===== config.mk =====
export PLATFORM = sky130hd
export DESIGN_NAME = vga_scan_gen_flat
export DESIGN_NICKNAME = d
export VERILOG_FILES = /design/src/rtl/vga_scan_gen_if.sv /design/src/rtl/vga_scan_gen.sv /design/src/flat_wrapper.sv
export SDC_FILE = /design/constraint.sdc
export NUM_CORES = 1
export LEC_CHECK = 0
export CORE_ASPECT_RATIO = 1.5
export CORE_MARGIN = 8
export CORE_UTILIZATION = 30
export CTS_CLUSTER_SIZE = 28
export DETAILED_ROUTE_END_ITERATION = 7
export SYNTH_ARGS = -nofsm -noshare
export SYNTH_HDL_FRONTEND = slang
export SYNTH_SLANG_ARGS = --single-unit

===== constraint.sdc =====
create_clock -name clk -period 2.3 [get_ports clk]
set_input_delay 0.46 -clock clk [delete_from_list [all_inputs] [get_ports clk]]
set_output_delay 0.46 -clock clk [all_outputs]
set_load 0.05 [all_outputs]

===== src/rtl/vga_scan_gen_if.sv =====
// Raster-scan bundle between vga_scan_gen and its downstream consumers.
// The generator drives everything except the pixel-advance enable.
interface vga_scan_gen_if;
    logic       ena;
    logic [9:0] x;
    logic [9:0] y;
    logic       active;
    logic       hsync;
    logic       vsync;
    logic       line_start;
    logic       frame_start;
    logic [7:0] frame_cnt;

    modport master (
        input  ena,
        output x, y, active, hsync, vsync, line_start, frame_start, frame_cnt
    );

    modport slave (
        output ena,
        input  x, y, active, hsync, vsync, line_start, frame_start, frame_cnt
    );
endinterface


===== src/rtl/vga_scan_gen.sv =====
// VGA raster scan generator: free-running pixel/line counters with registered
// active/hsync/vsync decodes aligned to x/y, plus line/frame strobes and a
// frame counter. Reset parks the scan on the last blanking pixel so the first
// enabled clock presents pixel (0,0).
module vga_scan_gen #(
    parameter int H_ACTIVE = 640,
    parameter int H_FP     = 16,
    parameter int H_SYNC   = 96,
    parameter int H_BP     = 48,
    parameter int V_ACTIVE = 480,
    parameter int V_FP     = 10,
    parameter int V_SYNC   = 2,
    parameter int V_BP     = 33,
    parameter int SYNC_POL = 0
) (
    input  logic           clk,
    input  logic           rst_n,
    vga_scan_gen_if.master vga
);

    localparam int H_TOTAL = H_ACTIVE + H_FP + H_SYNC + H_BP;
    localparam int V_TOTAL = V_ACTIVE + V_FP + V_SYNC + V_BP;

    localparam logic [9:0] H_LAST   = 10'(H_TOTAL - 1);
    localparam logic [9:0] V_LAST   = 10'(V_TOTAL - 1);
    localparam logic [9:0] H_VIS    = 10'(H_ACTIVE);
    localparam logic [9:0] V_VIS    = 10'(V_ACTIVE);
    localparam logic [9:0] HS_START = 10'(H_ACTIVE + H_FP);
    localparam logic [9:0] HS_END   = 10'(H_ACTIVE + H_FP + H_SYNC);
    localparam logic [9:0] VS_START = 10'(V_ACTIVE + V_FP);
    localparam logic [9:0] VS_END   = 10'(V_ACTIVE + V_FP + V_SYNC);

    localparam logic SYNC_ON  = (SYNC_POL != 0);
    localparam logic SYNC_OFF = ~SYNC_ON;

    logic [9:0] x_q, x_d;
    logic [9:0] y_q, y_d;
    logic [7:0] fcnt_q, fcnt_d;
    logic       active_q, active_d;
    logic       hsync_q, hsync_d;
    logic       vsync_q, vsync_d;

    // Next-state counters; decodes are taken from the next-state values so
    // they land in the same edge as x/y with no skew.
    always_comb begin
        x_d      = x_q;
        y_d      = y_q;
        fcnt_d   = fcnt_q;
        active_d = active_q;
        hsync_d  = hsync_q;
        vsync_d  = vsync_q;
        if (vga.ena) begin
            if (x_q == H_LAST) begin
                x_d = '0;
                if (y_q == V_LAST) begin
                    y_d    = '0;
                    fcnt_d = fcnt_q + 8'd1;
                end else begin
                    y_d = y_q + 10'd1;
                end
            end else begin
                x_d = x_q + 10'd1;
            end
            active_d = (x_d < H_VIS) && (y_d < V_VIS);
            hsync_d  = (x_d >= HS_START && x_d < HS_END) ? SYNC_ON : SYNC_OFF;
            vsync_d  = (y_d >= VS_START && y_d < VS_END) ? SYNC_ON : SYNC_OFF;
        end
    end

    // Scan state registers with asynchronous reset to the last blanking pixel.
    always_ff @(posedge clk or negedge rst_n) begin
        if (!rst_n) begin
            x_q      <= H_LAST;
            y_q      <= V_LAST;
            fcnt_q   <= '0;
            active_q <= 1'b0;
            hsync_q  <= SYNC_OFF;
            vsync_q  <= SYNC_OFF;
        end else begin
            x_q      <= x_d;
            y_q      <= y_d;
            fcnt_q   <= fcnt_d;
            active_q <= active_d;
            hsync_q  <= hsync_d;
            vsync_q  <= vsync_d;
        end
    end

    assign vga.x           = x_q;
    assign vga.y           = y_q;
    assign vga.active      = active_q;
    assign vga.hsync       = hsync_q;
    assign vga.vsync       = vsync_q;
    assign vga.frame_cnt   = fcnt_q;
    // Strobes mark the pixel being consumed this clock, so they are gated by ena.
    assign vga.line_start  = vga.ena && (x_q == '0);
    assign vga.frame_start = vga.ena && (x_q == '0) && (y_q == '0);

endmodule

===== src/flat_wrapper.sv =====
// flat-port wrapper written by rule: the top's interface ports become plain ports
module vga_scan_gen_flat 
#(
    parameter int H_ACTIVE = 640,
    parameter int H_FP     = 16,
    parameter int H_SYNC   = 96,
    parameter int H_BP     = 48,
    parameter int V_ACTIVE = 480,
    parameter int V_FP     = 10,
    parameter int V_SYNC   = 2,
    parameter int V_BP     = 33,
    parameter int SYNC_POL = 0
)
  (clk, rst_n, vga_ena, vga_x, vga_y, vga_active, vga_hsync, vga_vsync, vga_line_start, vga_frame_start, vga_frame_cnt);
  vga_scan_gen_if vga_i ();
  input  logic clk;
  input  logic rst_n;
  input wire logic [$bits(vga_i.ena)-1:0] vga_ena;
  output wire logic [$bits(vga_i.x)-1:0] vga_x;
  output wire logic [$bits(vga_i.y)-1:0] vga_y;
  output wire logic [$bits(vga_i.active)-1:0] vga_active;
  output wire logic [$bits(vga_i.hsync)-1:0] vga_hsync;
  output wire logic [$bits(vga_i.vsync)-1:0] vga_vsync;
  output wire logic [$bits(vga_i.line_start)-1:0] vga_line_start;
  output wire logic [$bits(vga_i.frame_start)-1:0] vga_frame_start;
  output wire logic [$bits(vga_i.frame_cnt)-1:0] vga_frame_cnt;
  assign vga_i.ena = vga_ena;
  assign vga_x = vga_i.x;
  assign vga_y = vga_i.y;
  assign vga_active = vga_i.active;
  assign vga_hsync = vga_i.hsync;
  assign vga_vsync = vga_i.vsync;
  assign vga_line_start = vga_i.line_start;
  assign vga_frame_start = vga_i.frame_start;
  assign vga_frame_cnt = vga_i.frame_cnt;
  vga_scan_gen #(.H_ACTIVE(H_ACTIVE), .H_FP(H_FP), .H_SYNC(H_SYNC), .H_BP(H_BP), .V_ACTIVE(V_ACTIVE), .V_FP(V_FP), .V_SYNC(V_SYNC), .V_BP(V_BP), .SYNC_POL(SYNC_POL)) u_core (.clk(clk), .rst_n(rst_n), .vga(vga_i));
endmodule

==> impl_results.md <==
- Post-synth EDFFs: 0
- Cell variety after synth: 53
- Row Count: 37
- CTS clock-pin slew for the worst setup and hold paths: 80 ps
- Starting Density: 30.4%
- Setup violators final: 1
- First-pass GRT wire length: 9350 µm
- Worst min-delay path class: flip-flop to flip-flop
- Pre-antenna DRT Iters: 4
- Mux cell area share after synthesis: less than 1%
- Leading area contributor after synthesis: dfrtp_1
- Synth Instances: 213
- Core region area: 6710 µm²
- Initial antenna violation count: 0
- Gpl congestion: 0.897
- Final Max Tran Viols: 0
- Worst Skew: 10.0 ps
- CTS Buf Count: 5
- Hpwl dp: approximately 4100 µm
- Area growth, synth to finish: 29.7%
- Remaining Overflow, GRT: 0
- Hold WS: 480 ps
- Crit path buffers/inverters: 2
- Fin. Hold Viols: 0
- Clk root buf: clkbuf_8
- Top_reg_cell synth: dfrtp_1
- Max Cap Violations: 0
- RSZ-0062 raised after global routing: yes
- Synth area leaders: dfrtp_1, dfstp_2, o21ai_0, xnor2_1, buf_6
- Worst slew pin tran: 507 ps
- Nets: 266
- Total GRT Usage: 11.6%
- Final WS setup: -64.1 ps
- CP peak stage delay: approximately 460 ps
- Period minus WS final: 2360 ps
- Via-to-Cell Ratio: 5.37
- Leak: 0.00109 µW
- Final period utilization: 103%
- Critical path fanouts, max: 2
- Violated checks: setup timing
- Endpoint class of the critical path: primary output
- Floorplan die width: ~83 µm
- Post-synthesis compound-gate area fraction: roughly 18%
- Synth Area in Adders: 3.07%
- Slew Limit Headroom: 66.1%
- Startpoint types: flip-flop
- Synth top area share: between 20% and 30%
- P per Cell Area: between 700 and 800 nW/µm²
- Synthesized flop and latch total: 31
- Clock net sink count: 31
- Die Y: between 100 and 150 µm
- H-tree Lvls: 2
- TritonCTS clock tree: done
- Post-route antenna net violation count: 0
- Drt drc: 0
- PortBufs: 35
- Family with the most delay on the worst path: simple AND/OR/NAND/NOR gates
- Max VDD drop: 379 µV
- Cell breakdown of the critical path: inv_2 -> ha_4 -> or4b_4 -> nor4_4 -> and4_4 -> buf_12
- Xor/xnor share of the synthesized area: 6.44%
- Ant diodes: 0
- CP max-delay cell: or4b_4
- Vias: 1809
- Clk buf depth: 2
- Layout cells sized above 1: 25.1%
- Io pins: 36
- Vias in the first global route: 1942
- Drt total wl: roughly 5500 µm
- Sequential cell area fraction in the yosys report: 38.7%
- Fmax: roughly 0.42 GHz
- Combinational family with the most area after synthesis: simple AND/OR/NAND/NOR gates
- Critical path data required time: 1840 ps
- Avg Cell Area, Syn: ~9.6 µm²
- Die ar.: 9750 µm²
- Largest net degree at the start of global routing: 32
- Util after Layout: 39.4%
- Crit Path Class: flip-flop to primary output
- Synthesized area: 2040 µm²
- CTS Hold Bufs: 0
- Clk Latency, worst-skew pair: between 200 and 300 ps
- Post-synthesis simple-gate area fraction: 25.5%
- Yosys warns: 0
- Initial DRC count: 140
- Crit path DAT: around 1900 ps
- Syn_nets: around 220
- Status: finished, violations left
- Fraction of registers with async set/reset: 100%
- WL/cell: 16.2 µm
layout by cell type (no fill, tap or decap), drive strengths merged, types with 2 or more instances in the layout:
| master | count |
|---|---|
| nand4 | 9 |
| clkdlybuf4s50 | 26 |
| nor4 | 4 |
| xnor2 | 10 |
| ha | 5 |
| and4 | 4 |
| xor2 | 5 |
| nand3 | 15 |
| a21oi | 5 |
| inv | 8 |
| a211oi | 2 |
| clkbuf | 6 |
| a31oi | 2 |
| buf | 27 |
| o21ai | 22 |
| nor3 | 6 |
| o31ai | 5 |
| dfrtp | 19 |
| a21o | 2 |
| or4b | 2 |
| and2 | 3 |
| nor2 | 13 |
| nand2 | 16 |
| and3 | 9 |
| dfstp | 12 |
| o32ai | 2 |
| o21a | 3 |
Yosys cell counts (all sizes together), types with 2 or more instances:
master	count
nand4	9
nor3	6
buf	12
dfstp	12
nand3	15
or4b	2
o32ai	2
a21o	2
a211oi	2
inv	8
and2	3
xor2	5
xnor2	10
clkbuf	3
o21a	3
o31ai	5
nor4	4
a31oi	2
dfrtp	19
nor2	13
and4	4
nand2	16
ha	5
a21oi	5
and3	9
o21ai	22
state kept, by name (all words and copies together), names as in the netlist:
signal,count
u_core.vga.frame_cnt,8
u_core.vga.hsync,1
u_core.vga.active,1
u_core.vga.vsync,1
u_core.vga.y,10
u_core.vga.x,10
worst paths after layout:
kind	start	endpoint	slack [ps]	depth (start not counted)
setup reg to reg	u_core.vga.x[1]	u_core.vga.active	160	7
hold reg to reg	u_core.vga.frame_cnt[7]	u_core.vga.frame_cnt[7]	480	1
max in group asynchronous	rst_n	u_core.vga.x[3]	1390	2
hold / removal	u_core.vga.frame_cnt[7]	u_core.vga.frame_cnt[7]	480	1
setup / recovery	u_core.vga.x[1]	vga_frame_start	-60	6
min in group asynchronous	rst_n	u_core.vga.y[4]	570	2
what timing repair did:
action                                  in CTS  in global routing
setup buffers                                2                  0
gates resized for setup                      3                  0
endpoints found under the setup margin       2                  2
pin swaps                                    3                  0
report_power, final:
| part | switching [µW] | internal (µW) |
|---|---|---|
| registers | 111 | 641 |
| clock network | 216 | 350 |
| logic | 408 | 229 |
logic make-up after synthesis:
group	count (synthesis)
compound gates	52
simple gates	86
mux	1
xor+xnor	15
buf+inv	23
fa+ha+maj	5
flops	31
layer usage:
layer	vias up	global-route usage, %	routed length (µm)
met3	9	2.84	256
met2	39	21.2	2910
li1	875	-	-
met1	886	12.5	2210
met5	-	0	0
met4	0	4.71	99
worst reg2reg max path: cells and delay by family, from the launching register on:
kind | cells | cell delay (ps)
compound gates | 3 | 560
flops | 1 | 550
fa+ha+maj | 1 | 210
simple gates | 2 | 610
buf+inv | 1 | 130
layout make-up:
| type | count | area (µm²) |
|---|---|---|
| fill | 664 | 4070 |
| multi-input combinational | 159 | 1120 |
| sequential | 31 | 791 |
| timing repair buffer | 53 | 488 |
| tap | 78 | 97.6 |
| clock buffer | 6 | 82.6 |
| clock inverter | 2 | 35.0 |
| inverter | 8 | 30.0 |
through the flow:
step	total power (µW)	setup TNS, ps	setup slack [ps]	instance area, µm²	std cells
2_1_floorplan	1200	-418	-418	2060	213
3_3_place_gp	1370	-5.77	-5.77	2500	327
3_5_place_dp	1380	0	16.5	2500	327
4_1_cts	1980	-75.0	-75.0	2650	337
5_1_grt	2070	-158	-137	2650	337
6_report	1960	-64.1	-64.1	2650	337
Power figures use the tool's default switching activity.
